[src/rtl/serial_arbiter.sv]
// rtl/serial_arbiter.sv - two-requester round-robin arbiter and burst sequencer for the 3-wire serial controller
module serial_arbiter #(
    parameter int BITS     = 8,
    parameter int LEN_BITS = 4
) (
    input  logic                serial_clk,
    input  logic                in_rst,
    input  logic [1:0]          in_req,
    input  logic [LEN_BITS-1:0] in_len_0,
    input  logic [LEN_BITS-1:0] in_len_1,
    input  logic [BITS-1:0]     in_wdata_0,
    input  logic [BITS-1:0]     in_wdata_1,
    output logic [1:0]          out_grant,
    output logic [1:0]          out_wack,
    output logic [BITS-1:0]     out_rdata,
    output logic [1:0]          out_rvalid,
    output logic [1:0]          out_done,
    output logic                out_ser_enable,
    output logic [BITS-1:0]     out_ser_parallel,
    input  logic                in_ser_ready,
    input  logic                in_ser_word_finished,
    input  logic [BITS-1:0]     in_ser_parallel
);

    typedef enum logic [1:0] {S_IDLE, S_XFER, S_DRAIN, S_DONE} state_t;

    localparam logic [LEN_BITS-1:0] LEN_ONE = 1;

    state_t              state, state_nxt;
    logic                rr, rr_nxt;
    logic                g, g_nxt;
    logic                pick;
    logic [LEN_BITS-1:0] len, len_nxt;
    logic [LEN_BITS-1:0] word_ctr, word_ctr_nxt;
    logic [1:0]          grant_nxt, wack_nxt, rvalid_nxt, done_nxt;
    logic [BITS-1:0]     rdata_nxt;
    logic                enable_nxt;

    always_ff @(posedge serial_clk or posedge in_rst) begin
        if (in_rst) begin
            state          <= S_IDLE;
            rr             <= 1'b0;
            g              <= 1'b0;
            len            <= '0;
            word_ctr       <= '0;
            out_grant      <= '0;
            out_wack       <= '0;
            out_rvalid     <= '0;
            out_done       <= '0;
            out_rdata      <= '0;
            out_ser_enable <= 1'b0;
        end else begin
            state          <= state_nxt;
            rr             <= rr_nxt;
            g              <= g_nxt;
            len            <= len_nxt;
            word_ctr       <= word_ctr_nxt;
            out_grant      <= grant_nxt;
            out_wack       <= wack_nxt;
            out_rvalid     <= rvalid_nxt;
            out_done       <= done_nxt;
            out_rdata      <= rdata_nxt;
            out_ser_enable <= enable_nxt;
        end
    end

    always_comb begin
        state_nxt    = state;
        rr_nxt       = rr;
        g_nxt        = g;
        len_nxt      = len;
        word_ctr_nxt = word_ctr;
        grant_nxt    = out_grant;
        wack_nxt     = '0;
        rvalid_nxt   = '0;
        done_nxt     = '0;
        rdata_nxt    = out_rdata;
        enable_nxt   = out_ser_enable;
        // Contention goes to rr; otherwise the single requester wins.
        pick         = (in_req == 2'b11) ? rr : in_req[1];

        case (state)
            S_IDLE: begin
                if (in_req != 2'b00) begin
                    g_nxt        = pick;
                    len_nxt      = pick ? in_len_1 : in_len_0;
                    word_ctr_nxt = '0;
                    grant_nxt    = pick ? 2'b10 : 2'b01;
                    if (len_nxt == '0) begin
                        state_nxt = S_DONE;
                    end else begin
                        enable_nxt = 1'b1;
                        state_nxt  = S_XFER;
                    end
                end
            end
            S_XFER: begin
                if (in_ser_word_finished) begin
                    rdata_nxt     = in_ser_parallel;
                    rvalid_nxt[g] = 1'b1;
                    // Dropping enable on this edge stops the controller before another word starts.
                    if (word_ctr == len - LEN_ONE) begin
                        enable_nxt = 1'b0;
                        state_nxt  = S_DRAIN;
                    end else begin
                        word_ctr_nxt = word_ctr + LEN_ONE;
                        wack_nxt[g]  = 1'b1;
                    end
                end
            end
            S_DRAIN: begin
                if (in_ser_ready) begin
                    state_nxt = S_DONE;
                end
            end
            S_DONE: begin
                done_nxt[g] = 1'b1;
                grant_nxt   = '0;
                rr_nxt      = ~g;
                state_nxt   = S_IDLE;
            end
            default: state_nxt = S_IDLE;
        endcase
    end

    assign out_ser_parallel = (state == S_XFER) ? (g ? in_wdata_1 : in_wdata_0) : '1;

endmodule
[config.mk]
export PLATFORM = sky130hd
export DESIGN_NAME = serial_arbiter
export DESIGN_NICKNAME = d
export VERILOG_FILES = /design/src/rtl/serial_arbiter.sv
export SDC_FILE = /design/constraint.sdc
export NUM_CORES = 1
export LEC_CHECK = 0
export CAP_MARGIN = 20
export CELL_PAD_IN_SITES_DETAIL_PLACEMENT = 2
export CELL_PAD_IN_SITES_GLOBAL_PLACEMENT = 2
export CORE_ASPECT_RATIO = 2
export CORE_UTILIZATION = 24
export CTS_BUF_LIST = sky130_fd_sc_hd__clkbuf_2 sky130_fd_sc_hd__clkbuf_4 sky130_fd_sc_hd__clkbuf_8
export CTS_CLUSTER_SIZE = 10
export DETAILED_ROUTE_END_ITERATION = 10
export PLACE_DENSITY = 0.72
export SETUP_SLACK_MARGIN = 0.15
export SYNTH_ARGS = -nofsm -noshare
export SYNTH_HDL_FRONTEND = slang
export SYNTH_SLANG_ARGS = --single-unit
[constraint.sdc]
create_clock -name serial_clk -period 3.01 [get_ports serial_clk]
set_input_delay 0.602 -clock serial_clk [delete_from_list [all_inputs] [get_ports serial_clk]]
set_output_delay 0.602 -clock serial_clk [all_outputs]
set_load 0.01 [all_outputs]
# Yosys cells after proc, flatten, opt, wreduce, memory -nomap -nowiden
# Cells that the tools add are included.
[op_classes]
add_sub_neg = 2
n_reduce_logical = 12
n_eq_ne = 11
n_bitwise = 1
order_cmp = 2
muxes = 30
[op_table]
columns = ["cell", "count"]
rows = [
  ["$mux W2", 13],
  ["$mux W4", 4],
  ["$mux W8", 2],
  ["$ne A2 B2 Y1 const B", 6],
  ["$pmux W2 S4", 1],
  ["$pmux W4 S2", 1],
  ["$reduce_and A4 Y1", 2],
  ["$eq A2 B2 Y1 const B", 3],
  ["$mux W1", 6],
  ["$reduce_and A2 Y1", 3],
  ["$reduce_bool A2 Y1", 3],
  ["$reduce_and A5 Y1", 1],
  ["$add A4 B1 Y4 const B", 1],
  ["$eq A4 B4 Y1", 1],
  ["$logic_not A4 Y1", 1],
  ["$pmux W2 S2", 1],
  ["$sub A4 B1 Y4 const B", 1],
  ["$eq A2 B1 Y1 const B", 1],
  ["$logic_not A2 Y1", 1],
  ["$lt A1 B2 Y1 const B", 1],
  ["$pmux W1 S2", 1],
  ["$demux W1 S1", 1],
  ["$ge A1 B1 Y1 const B", 1],
  ["$logic_and A1 B1 Y1", 1],
  ["$not A1 Y1", 1],
]
[word_totals]
wordCells = 69
out_inout_bits = 25
inputBits = 38
register_bits = 29

# Longest topological paths before layout
[depth]
depth_word = 7
depth_mapped = 7
depth_no_buf = 7

# Least setup slack after synthesis
# Ideal clock, no wire load.
[synth_path]
path_type = "reg-to-output"
startpoint = "reg state[1]"
endpoint = "out out_ser_parallel[0]"
n_path_buf = 2
slack_ps = 1019
arrival_time_ps = 1389
path_stages_with_launch = 6
t_required_ps = 2408
path_cell_list = "dfrtp_1 -> inv_1 -> ha_1 -> clkbuf_1 -> clkbuf_1 -> nand2_1"
[synth_between]
elab_chain_cells = 2
[synth_lines]
columns = ["element", "line", "rtl"]
rows = [
  ["from (decl)", "29", "state_t state, state_nxt;"],
  ["from (signal assigned)", "53", "state <= state_nxt;"],
  ["$eq A2 B1 Y1", "126", "assign out_ser_parallel = (state == S_XFER) ? (g ? in_wdata_1 : in_wdata_0) : '1;"],
  ["$mux W8", "126", ""],
  ["to (decl)", "19", "output logic [BITS-1:0] out_ser_parallel,"],
]
# Every way passes these cells.

# Worst setup path in the final report
[layout_path]
startpoint = "reg g"
endpoint = "out out_ser_parallel[4]"
[layout_between]
elab_chain_cells = 2
[layout_lines]
columns = ["element", "line", "rtl"]
rows = [
  ["from (decl)", "31", "logic g, g_nxt;"],
  ["from (signal assigned)", "55", "g <= g_nxt;"],
  ["$mux W8 (2 in a row)", "126", ""],
]
# Every way passes these cells.

==> key figures <==
Detailed routing
  • Via count: 1,410
  • Drt pass-1 iters: 3
  • Vias per std cell: 4.58
  • Number of design-rule violations left by the first detailed-router iteration: 16
  • Routed Wire Length: 4670 µm
  • Remaining antenna violation count after routing: 0
  • DR DRC count: 0
  • Drt wl/cell: 15.2 µm

Placed design
  • Gp weighted congestion: 0.815
  • Post-detailed-placement cell area: 2330 µm²
  • Count of port buffers added during placement: 62
  • Total half-perimeter wirelength after legalization and detailed placement: 3800 µm

Global route
  • Wire length of the first global-routing pass: 7530 µm
  • Initial antenna violation count: 0
  • Pin count of the biggest net entering global routing: 30
  • Global routing met1 resource utilization: 11.3%
  • Via count of the first global-routing pass: 1,613
  • Remaining global-route overflow: 0
  • Met3 capacity usage during global routing: 2.42%
  • Fraction of met2 tracks used by global routing: 32.7%
  • Most used routing layer in global routing: met2
  • Total routing usage reported by global routing: 15.3%

Pwr
  • Switching power: 0.851 mW
  • Sw frac: 37.8%
  • Logic gate share of total power: 53.3%
  • Share of power burned in the clock network: 15.9%
  • Power density normalized to cell area: 927 nW/µm²
  • Leakage power summed over all cells: 1.06 nW
  • Sequential power share: 30.8%
  • Total power after layout: 2.25 mW
  • Internal power component: 1.40 mW
  • Maximum vdd ir drop: 0.351 mV

Cells and area
  • Post-layout utilization of the core: 38.5%
  • Layout Cell Area excl Fill: 2430 µm²
  • Share of post-route cells with drive strength above 1: 14.0%
  • Diodes inserted: 0
  • Layout Area Growth over Synthesis: 53.6%
  • Total Nets Final: 266

Floorplan
  • Starting utilization of the core area: 25.1%
  • Number of placement rows: 41
  • Floorplan core area: 6310 µm²
  • Die height: 117 µm
  • Width of the die: 59.4 µm
  • Die Outline Area: 6940 µm²
  • Number of I/O pins: 63

CTS
  • CTS Buf Count: 5
  • Clock insertion delay at the later pin of the skew report: 280 ps
  • Sinks on Clock Net: 29
  • Root buffer cell: sky130_fd_sc_hd__clkbuf_8
  • Clock transition time at the flip-flop clock pins of the worst setup and hold paths: 70 ps
  • Maximum level of the CTS H-tree: 2
  • Cells resized by post-CTS repair: 0
  • Number of hold-repair buffers added at the cts stage: 0
  • Number of buffers added for setup after CTS: 0
  • TritonCTS clock tree: built
  • Max Root-Sink Buffers: 2

Critical path
  • Worst reg2reg path startpoint: len[0]$_DFFE_PP0P_
  • Critical Path Slowest Stage Cell: sky130_fd_sc_hd__dfrtp_1
  • End of the worst register-to-register path: word_ctr[1]$_DFFE_PP0P_
  • Critical path start-end classification: register to output pin
  • CP max stage delay: 740 ps
  • Flop-to-flop setup slack: 800 ps
  • Startpoint kind of the worst setup timing path: register
  • Critical-path cell list: mux2i_1, nand2_1, clkdlybuf4s50_1
  • Depth of the worst register-to-register path: 6
  • Crit path required time: 2410 ps
  • Crit Path Max Fanout: 13
  • Nature of the critical path endpoint: output pin
  • Arrival time of the worst setup path: 1860 ps

Synth
  • Nets in the synthesized netlist: 196
  • Average cell area after synthesis: 10.5 µm²
  • Summed instance area of the synthesized netlist: 1580 µm²
  • Area leader, netlist: sky130_fd_sc_hd__dfrtp_1
  • Area share of the largest cell type after synthesis: 45.9%
  • Leading cell types by total area after synthesis: sky130_fd_sc_hd__dfrtp_1 46%, sky130_fd_sc_hd__mux2i_1 9.5%, sky130_fd_sc_hd__mux2_2 6.4%, sky130_fd_sc_hd__ha_1 5.5%, sky130_fd_sc_hd__nand2_1 4.5%
  • Cell count after synthesis: 151
  • FF+latch count, synth: 29
  • Ys Warns: 0
  • Fraction of the yosys area taken by sequential cells: 45.9%
  • Yosys cell types: 32

Timing
  • Count of final setup violators: 0
  • Setup repair after global routing missed its margin: no
  • Final clock skew: 7.17 ps
  • Fmax achieved: 0.407 GHz
  • Tightest slew margin relative to the limit: 58.8%
  • Final hold slack: 504 ps
  • Final worst-path cycle share: 81.7%
  • Final Slew Violations: 0
  • Number of hold violations in the final report: 0
  • Total Neg Setup Slack: 0 ps
  • Slew at the pin with the worst max-slew slack: 618 ps
  • Min cycle time layout: 2460 ps

Hold path
  • Hold path endpoint: out_rdata[5]$_DFFE_PP0P_
  • Instance count along the most critical hold path: 1
  • Launch point of the worst hold path: out_rdata[5]$_DFFE_PP0P_
  • Worst Hold Class: register to register

Outcome
  • Result of the run: finished, final reports clean

Job
  • Number of violations of the max-capacitance limit: 0
## cells in the final DEF, fill, tap and decap left out, types with 2 or more instances in the layout
cell / Yosys / final
sky130_fd_sc_hd__nor2_1: 10 / 10
sky130_fd_sc_hd__a41o_1: 2 / 2
sky130_fd_sc_hd__and3_1: 2 / 2
sky130_fd_sc_hd__inv_1: 9 / 9
sky130_fd_sc_hd__mux2_2: 9 / 9
sky130_fd_sc_hd__xnor2_1: 6 / 6
sky130_fd_sc_hd__o21ai_0: 10 / 10
sky130_fd_sc_hd__buf_4: 0 / 6
sky130_fd_sc_hd__and2_2: 2 / 2
sky130_fd_sc_hd__mux2i_1: 15 / 15
sky130_fd_sc_hd__a31oi_1: 2 / 2
sky130_fd_sc_hd__ha_1: 7 / 7
sky130_fd_sc_hd__clkdlybuf4s50_1: 0 / 62
sky130_fd_sc_hd__nor4_1: 4 / 4
sky130_fd_sc_hd__a21oi_1: 3 / 3
sky130_fd_sc_hd__dfrtp_1: 29 / 29
sky130_fd_sc_hd__nand2_1: 19 / 19
sky130_fd_sc_hd__clkbuf_8: 0 / 7
sky130_fd_sc_hd__a21o_1: 2 / 2
sky130_fd_sc_hd__nor3_1: 3 / 3
## routing by layer
metal / share of wire (%) / up-vias
met4: 2.9 / 0
li1: - / 666
met1: 30 / 683
met3: 4.3 / 9
met5: 0 / -
met2: 63 / 52
## stage by stage
step                cells  setup WS (ps)
global route          308            433
CTS                   308            493
floorplan             151           1020
detailed placement    300            523
global placement      300            546
finish                308            550
## registers in the layout, indices dropped and copies added, names as in the netlist
register / cells
g: 1
len: 4
out_done: 2
out_grant: 2
out_rdata: 8
out_rvalid: 2
out_ser_enable: 1
out_wack: 2
rr: 1
state: 2
word_ctr: 4
## cell usage after synthesis, drive strengths merged
cell,n
a221o,1
o31ai,1
nor4,4
or4,1
clkbuf,3
buf,2
a21o,2
a2bb2oi,1
nor2,10
and2,3
o21ai,11
ha,7
nor3b,1
a21oi,4
a41o,2
dfrtp,29
a32oi,1
nor2b,1
a31oi,2
nand2,19
xnor2,6
inv,9
and3,3
mux2i,15
a211o,1
mux2,9
nor3,3
## power groups by stage
stage / combinational, mW / clock [mW] / sequential, mW
2_1_floorplan: 0.699 / 0 / 0.690
3_3_place_gp: 1.19 / 0 / 0.694
3_5_place_dp: 1.23 / 0 / 0.708
4_1_cts: 1.23 / 0.375 / 0.702
5_1_grt: 1.34 / 0.389 / 0.715
6_report: 1.20 / 0.358 / 0.694
## area by class of cell
cell class	count	area (µm²)
flip-flops and latches	29	726
inverters	9	33.8
multi-input cells	108	796
clock buffers	7	96.3
clock inverters	1	5.00
well taps	86	108
repair buffers	68	666
fillers	696	3880
## worst max path at each step
stage / cells after the start / slack, ps / to / from
floorplan: 5 / 1020 / out_ser_parallel[0] / state[1]$_DFFE_PP0P_
global placement: 6 / 550 / out_ser_enable$_DFFE_PP0P_ / in_req[0]
detailed placement: 6 / 520 / out_ser_enable$_DFFE_PP0P_ / in_req[0]
CTS: 3 / 490 / out_ser_parallel[4] / g$_DFFE_PP0P_
global route: 3 / 430 / out_ser_parallel[4] / g$_DFFE_PP0P_
finish: 3 / 550 / out_ser_parallel[4] / g$_DFFE_PP0P_
## cells by family after synthesis
family	count (synthesis)	share of synthesized area, %
and+or+nand+nor	45	13.6
DFF	29	45.9
AOI/OAI and AO/OA	26	11.9
muxes	24	15.9
buffers and inverters	14	3.80
adders and majority gates	7	5.54
xor gates and xnor gates	6	3.32
## critical path, delay by kind of cell (launching register included)
family	cells	cell delay, ps
DFF	1	740
muxes	1	250
and+or+nand+nor	1	70
buffers and inverters	1	510
Power figures use the tool's default switching activity.
